### src/rtl/alu_arbiter.sv
// Two-requester round-robin arbiter/sequencer for the shared combinational ALU.
// Grants one command, holds it on the ALU for ALU_LATENCY cycles, then returns the result.
module alu_arbiter #(
  parameter int NB_DATA     = 8,
  parameter int NB_OPCODE   = 6,
  parameter int ALU_LATENCY = 1
) (
  input  logic                 i_clk,
  input  logic                 i_reset,
  input  logic                 i_req0,
  input  logic                 i_req1,
  input  logic [NB_OPCODE-1:0] i_opcode0,
  input  logic [NB_OPCODE-1:0] i_opcode1,
  input  logic [NB_DATA-1:0]   i_op_a0,
  input  logic [NB_DATA-1:0]   i_op_a1,
  input  logic [NB_DATA-1:0]   i_op_b0,
  input  logic [NB_DATA-1:0]   i_op_b1,
  output logic                 o_gnt0,
  output logic                 o_gnt1,
  output logic                 o_done0,
  output logic                 o_done1,
  output logic [NB_DATA-1:0]   o_result,
  output logic [NB_OPCODE-1:0] o_alu_opcode,
  output logic [NB_DATA-1:0]   o_alu_op_A,
  output logic [NB_DATA-1:0]   o_alu_op_B,
  input  logic [NB_DATA-1:0]   i_alu_result,
  output logic                 o_busy,
  output logic                 o_last_grant
);

  typedef enum logic [1:0] {IDLE, EXEC, DONE} state_t;

  localparam logic [3:0] CNT_LOAD = 4'(ALU_LATENCY - 1);

  state_t               state;
  state_t               state_next;
  logic [3:0]           cnt;
  logic [3:0]           cnt_next;
  logic                 gnt0_next;
  logic                 gnt1_next;
  logic                 done0_next;
  logic                 done1_next;
  logic [NB_DATA-1:0]   result_next;
  logic [NB_OPCODE-1:0] opcode_next;
  logic [NB_DATA-1:0]   op_a_next;
  logic [NB_DATA-1:0]   op_b_next;
  logic                 last_next;
  logic                 busy_next;
  logic                 any_req;
  logic                 winner;

  // On a tie the requester that did not win last time is served.
  always_comb begin
    any_req = i_req0 | i_req1;
    winner  = 1'b0;
    if (i_req0 && i_req1) begin
      winner = ~o_last_grant;
    end else begin
      winner = i_req1;
    end
  end

  always_comb begin
    state_next  = state;
    cnt_next    = cnt;
    gnt0_next   = 1'b0;
    gnt1_next   = 1'b0;
    done0_next  = 1'b0;
    done1_next  = 1'b0;
    result_next = o_result;
    opcode_next = o_alu_opcode;
    op_a_next   = o_alu_op_A;
    op_b_next   = o_alu_op_B;
    last_next   = o_last_grant;
    case (state)
      IDLE: begin
        if (any_req) begin
          opcode_next = winner ? i_opcode1 : i_opcode0;
          op_a_next   = winner ? i_op_a1 : i_op_a0;
          op_b_next   = winner ? i_op_b1 : i_op_b0;
          gnt0_next   = ~winner;
          gnt1_next   = winner;
          last_next   = winner;
          cnt_next    = CNT_LOAD;
          state_next  = EXEC;
        end
      end
      EXEC: begin
        if (cnt != 4'd0) begin
          cnt_next = cnt - 4'd1;
        end else begin
          // o_last_grant still names the requester that owns this operation.
          result_next = i_alu_result;
          done0_next  = ~o_last_grant;
          done1_next  = o_last_grant;
          state_next  = DONE;
        end
      end
      DONE: begin
        state_next = IDLE;
      end
      default: begin
        state_next = IDLE;
      end
    endcase
    busy_next = (state_next != IDLE);
  end

  always_ff @(posedge i_clk or posedge i_reset) begin
    if (i_reset) begin
      state        <= IDLE;
      cnt          <= 4'd0;
      o_gnt0       <= 1'b0;
      o_gnt1       <= 1'b0;
      o_done0      <= 1'b0;
      o_done1      <= 1'b0;
      o_result     <= '0;
      o_alu_opcode <= '0;
      o_alu_op_A   <= '0;
      o_alu_op_B   <= '0;
      o_last_grant <= 1'b1;
      o_busy       <= 1'b0;
    end else begin
      state        <= state_next;
      cnt          <= cnt_next;
      o_gnt0       <= gnt0_next;
      o_gnt1       <= gnt1_next;
      o_done0      <= done0_next;
      o_done1      <= done1_next;
      o_result     <= result_next;
      o_alu_opcode <= opcode_next;
      o_alu_op_A   <= op_a_next;
      o_alu_op_B   <= op_b_next;
      o_last_grant <= last_next;
      o_busy       <= busy_next;
    end
  end

endmodule

### config.mk
export PLATFORM = sky130hd
export DESIGN_NAME = alu_arbiter
export DESIGN_NICKNAME = d
export VERILOG_FILES = /design/src/rtl/alu_arbiter.sv
export SDC_FILE = /design/constraint.sdc
export NUM_CORES = 1
export LEC_CHECK = 0
export ABC_AREA = 0
export CAP_MARGIN = 20
export CORE_ASPECT_RATIO = 0.7
export CORE_UTILIZATION = 29
export DETAILED_ROUTE_END_ITERATION = 7
export SLEW_MARGIN = 20
export SYNTH_ARGS = -nofsm -noshare
export SYNTH_HDL_FRONTEND = slang
export SYNTH_SLANG_ARGS = --single-unit
### constraint.sdc
create_clock -name i_clk -period 2.2 [get_ports i_clk]
set_input_delay 0.44 -clock i_clk [delete_from_list [all_inputs] [get_ports i_clk]]
set_output_delay 0.44 -clock i_clk [all_outputs]
set_load 0.005 [all_outputs]
Word-level counts from Yosys, hierarchy flattened
Cells that the tools add are included.
W data, S select, Z words.
{"block": "op_classes", "n_mul": 0, "addsub": 1, "eq_ne": 3, "n_mux": 18, "reduce_logical": 8, "shift": 0, "n_lt_le_gt_ge": 0, "n_div": 0, "n_bitwise": 4}
{"operator": "$mux W8", "n": 2}
{"operator": "$mux W1", "n": 9}
{"operator": "$mux W4", "n": 2}
{"operator": "$pmux W4 S2", "n": 1}
{"operator": "$mux W6", "n": 1}
{"operator": "$mux W2", "n": 2}
{"operator": "$ne A2 B2 Y1 const B", "n": 2}
{"operator": "$pmux W2 S2", "n": 1}
{"operator": "$reduce_and A2 Y1", "n": 2}
{"operator": "$reduce_bool A2 Y1", "n": 2}
{"operator": "$reduce_bool A4 Y1", "n": 1}
{"operator": "$sub A4 B1 Y4 const B", "n": 1}
{"operator": "$not A1 Y1", "n": 3}
{"operator": "$reduce_and A3 Y1", "n": 1}
{"operator": "$eq A2 B1 Y1 const B", "n": 1}
{"operator": "$logic_not A2 Y1", "n": 1}
{"operator": "$logic_and A1 B1 Y1", "n": 1}
{"operator": "$or A1 B1 Y1", "n": 1}
{"block": "totals", "out_inout_bits": 36, "mem_bits_rw": 0, "regBits": 42, "latchBits": 0, "mem_count": 0, "romBits": 0}

Longest topological paths before layout
{"block": "depth", "depth_word": 5, "ltp_mapped": 6}

Worst setup path before layout
OpenSTA, ideal clock, no wires.
{"block": "synth_timing", "path_kind": "register -> register", "start": "register cnt[0]", "end": "register o_result[0]", "setup_time_ps": 125, "arrival_time_ps": 1488, "setup_slack_ps": 587, "required_ps": 2075, "stages_incl_launch_ff": 7, "cell_sequence": "dfrtp_1 > inv_1 > ha_1 > nand3b_1 > or3_4 > buf_6 > mux2_4"}
{"block": "synth_via", "elab_chain_len": 3}
{"element": "start: declaration", "line_no": "37", "text": "logic [3:0] cnt;"}
{"element": "start signal: assignment", "line_no": "125", "text": "cnt <= cnt_next;"}
{"element": "$reduce_bool A4 Y1", "line_no": "89", "text": "if (cnt != 4'd0) begin"}
{"element": "$not A1 Y1 (no source line)"}
{"element": "$reduce_and A2 Y1 (no source line)"}
{"element": "end signal: assignment", "line_no": "130", "text": "o_result <= result_next;"}
{"element": "end: declaration", "line_no": "22", "text": "output logic [NB_DATA-1:0] o_result,"}
Every way passes these cells.
A chain may end at the register's enable or synchronous reset.

Worst setup path in the final report
{"block": "layout_timing", "start": "register o_last_grant", "end": "output port o_last_grant"}
{"element": "start: declaration", "line_no": "28", "text": "output logic o_last_grant"}
{"element": "start signal: assignment", "line_no": "134", "text": "o_last_grant <= last_next;"}
No word-level cell between the ends.

==> results.cfg <==
[status]
status = finished, violations left
violations = design-rule violations

[worst_setup_path]
criticalPathCategory = register to output port
slowest_stage = dfstp_2
cp_num_buf_inv = 1
path_max_fanout = 7
crit_family = flip-flops
required_ns = 1.76
crit_chain = clkdlybuf4s50_1
cpPeakStageDelay_ns = 0.61
critPathLaunchType = register
cp.arrival_ns = 1.42
cp-end-kind = output port

[final_layout]
area_delta_synth_final_pct = 62.36
final_cell_area_um2 = 3033
regArea_um2 = 1052
multiInputGateArea_um2 = 744.5
n_fill_cell = 579
n_antenna_cell = 0
nets = 336
drive_gt1_share_pct = 11.43

[floorplan]
die_x_um = 97.93
row_count = 24
start_util_pct = 30.05
io_pins = 92
dieArea_um2 = 6772
core_area_um2 = 6216
die_h_um = 69.15

[synthesis]
synth_nets = 245
yosysSeqAreaShare_pct = 56.33
ys_types = 26
synth.cell_area_um2 = 1868
syn_inst = 188
ys_seq_elements = 42
synth_warnings = 0
syn_avg_cell_area_um2 = 9.936

[pwr]
switching_share_pct = 30.50
p_per_area_nw_per_um2 = 1315
p_seq_share_pct = 34.6
clkPwrFrac_pct = 18.8
leakagePower_nw = 1.293
switchingPower_mw = 1.216
comb_power_share_pct = 46.6
internal_power_mw = 2.772
ir_drop_uv = 429.8

[clock_tree]
cts_inserted_buffers = 5
h-tree-depth = 2
cts_setup_buffers = 0
cts_tree = built
root_buffer = clkbuf_8
cts_buffer_depth = 2
clock_sinks = 42
cts_hold_buf = 0
clock_latency_ns = 0.29
cts_resized = 0
clkTransAtPathRegs_ns = 0.08

[timing]
max_freq_ghz = 0.5370
setup_viol = 0
rsz0062_at_grt = false
post-route-period-util_pct = 84.65
layout_min_cycle_time_ns = 1.862
hold_viol_final = 0
slew_headroom_pct = 63.90
timing.final.max_slew_violations = 0
fin_setup_tns_ns = 0
worstMarginPinSlew_ns = 0.5407
finClkSkew_ns = 0.007266

[detailed_routing]
ant_nets = 0
drcViolationCount = 5
vias = 1665
via_per_inst = 4.651
wl_per_cell_um = 13.40
first_pass_iters = 7
route.final.wire_length_um = 4798
drtIter0Drc = 72

[placement]
portBuffers = 91
dpl_cell_area_um2 = 2890
dp_hpwl_um = 3409
gp_congestion = 0.7347

[global_route]
grt_pass1_wl_um = 7914
grt_pass1_vias = 1661
grt_overflow = 0
antenna_found_initial = 0
grt_start_max_net_pins = 25
grtUsageTotal_pct = 15.11

[min_path]
hp-class = input port to asynchronous set/reset pin

[flow_run]
maxCapViolations = 0
## synth_stat cells
master | count | area share [%]
nor3_1 | 3 | 0.80
a21bo_2 | 1 | 0.54
a31oi_1 | 23 | 7.7
nand3b_1 | 1 | 0.40
nand2_1 | 45 | 9.0
nand2b_1 | 1 | 0.34
or3_4 | 1 | 0.60
o21bai_1 | 1 | 0.40
inv_1 | 6 | 1.2
mux2i_1 | 2 | 1.1
a21boi_1 | 1 | 0.40
dfrtp_1 | 41 | 55
nor2_1 | 7 | 1.4
mux2_2 | 2 | 1.2
o22ai_1 | 1 | 0.34
buf_6 | 1 | 0.60
a22o_1 | 1 | 0.47
or2_2 | 3 | 1.0
mux2_4 | 7 | 5.6
buf_2 | 4 | 1.1
clkbuf_1 | 7 | 1.4
dfstp_2 | 1 | 1.4
or2b_1 | 1 | 0.40
a21oi_1 | 24 | 6.4
o21ai_0 | 2 | 0.54
ha_1 | 1 | 0.67
## path summary, 6_finish.rpt
check	depth (start not counted)	endpoint	slack, ns	start
min in group i_clk	1	cnt[0]	0.51	cnt[0]
max in group asynchronous	3	o_alu_opcode[1]	1.21	i_reset
min reg2reg	1	cnt[0]	0.51	cnt[0]
max	1	o_last_grant	0.34	o_last_grant
max reg2reg	5	o_result[0]	0.52	cnt[0]
min	2	o_result[2]	0.50	i_reset
## per-stage QoR
step | util (%) | setup WS, ns | power [mW] | cells | hold slack (ns)
2_1_floorplan | - | 0.5873 | 2.270 | 188 | 0.4661
3_3_place_gp | 46.50 | 0.2966 | 3.257 | 350 | 0.4881
3_5_place_dp | 46.50 | 0.2544 | 3.280 | 350 | 0.4913
4_1_cts | 48.79 | 0.3167 | 4.051 | 358 | 0.5071
5_1_grt | 48.79 | 0.2832 | 4.299 | 358 | 0.5400
6_report | 48.79 | 0.3377 | 3.988 | 358 | 0.4997
## cell usage in the layout (no fill, tap or decap), types with 5 or more instances in the layout
| cell type | instances |
|---|---|
| a31oi_1 | 23 |
| dfrtp_1 | 41 |
| mux2_4 | 7 |
| nand2_1 | 45 |
| nor2_1 | 5 |
| clkbuf_8 | 6 |
| a21oi_1 | 24 |
| inv_1 | 5 |
| clkdlybuf4s50_1 | 91 |
## flip-flops by register name (all words and copies together), names as in the netlist, 2 cells and up
name,flops
cnt,4
o_alu_op_B,8
o_alu_op_A,8
o_alu_opcode,6
o_result,8
state,2
## cells by family (layout without fill, tap and decap cells)
logic type | Yosys count | count (layout) | synth area share [%]
flip-flops | 42 | 42 | 56.33
AND/OR/NAND/NOR | 62 | 62 | 14.00
multiplexers | 11 | 11 | 7.903
adder cells (fa/ha/maj) | 1 | 1 | 0.6697
buffers and inverters | 18 | 110 | 4.287
AO/OA/AOI/OAI | 54 | 54 | 16.81
## power by group through the flow
stage,registers [mW],logic [mW],clock network (mW)
detailed placement,1.39,1.89,0
global route,1.44,2.06,0.801
floorplan,1.40,0.873,0
CTS,1.38,1.89,0.775
finish,1.38,1.86,0.749
global placement,1.38,1.87,0
## cell type report
| type | instances | area share, % |
|---|---|---|
| inverters | 6 | 0.7426 |
| multi-input cells | 128 | 24.55 |
| clock buffers | 6 | 2.723 |
| clock inverters | 2 | 1.980 |
| well taps | 78 | 3.218 |
| flip-flops and latches | 42 | 34.69 |
| repair buffers | 96 | 32.10 |
## metal layers
metal,GRT usage (%),up-vias,share of wire (%)
li1,-,836,-
met1,18.86,767,46
met2,23.24,57,43
met3,6.694,5,10
met4,5.219,0,1.0
met5,0,-,0
No activity file was read; power rests on OpenSTA's default activity.
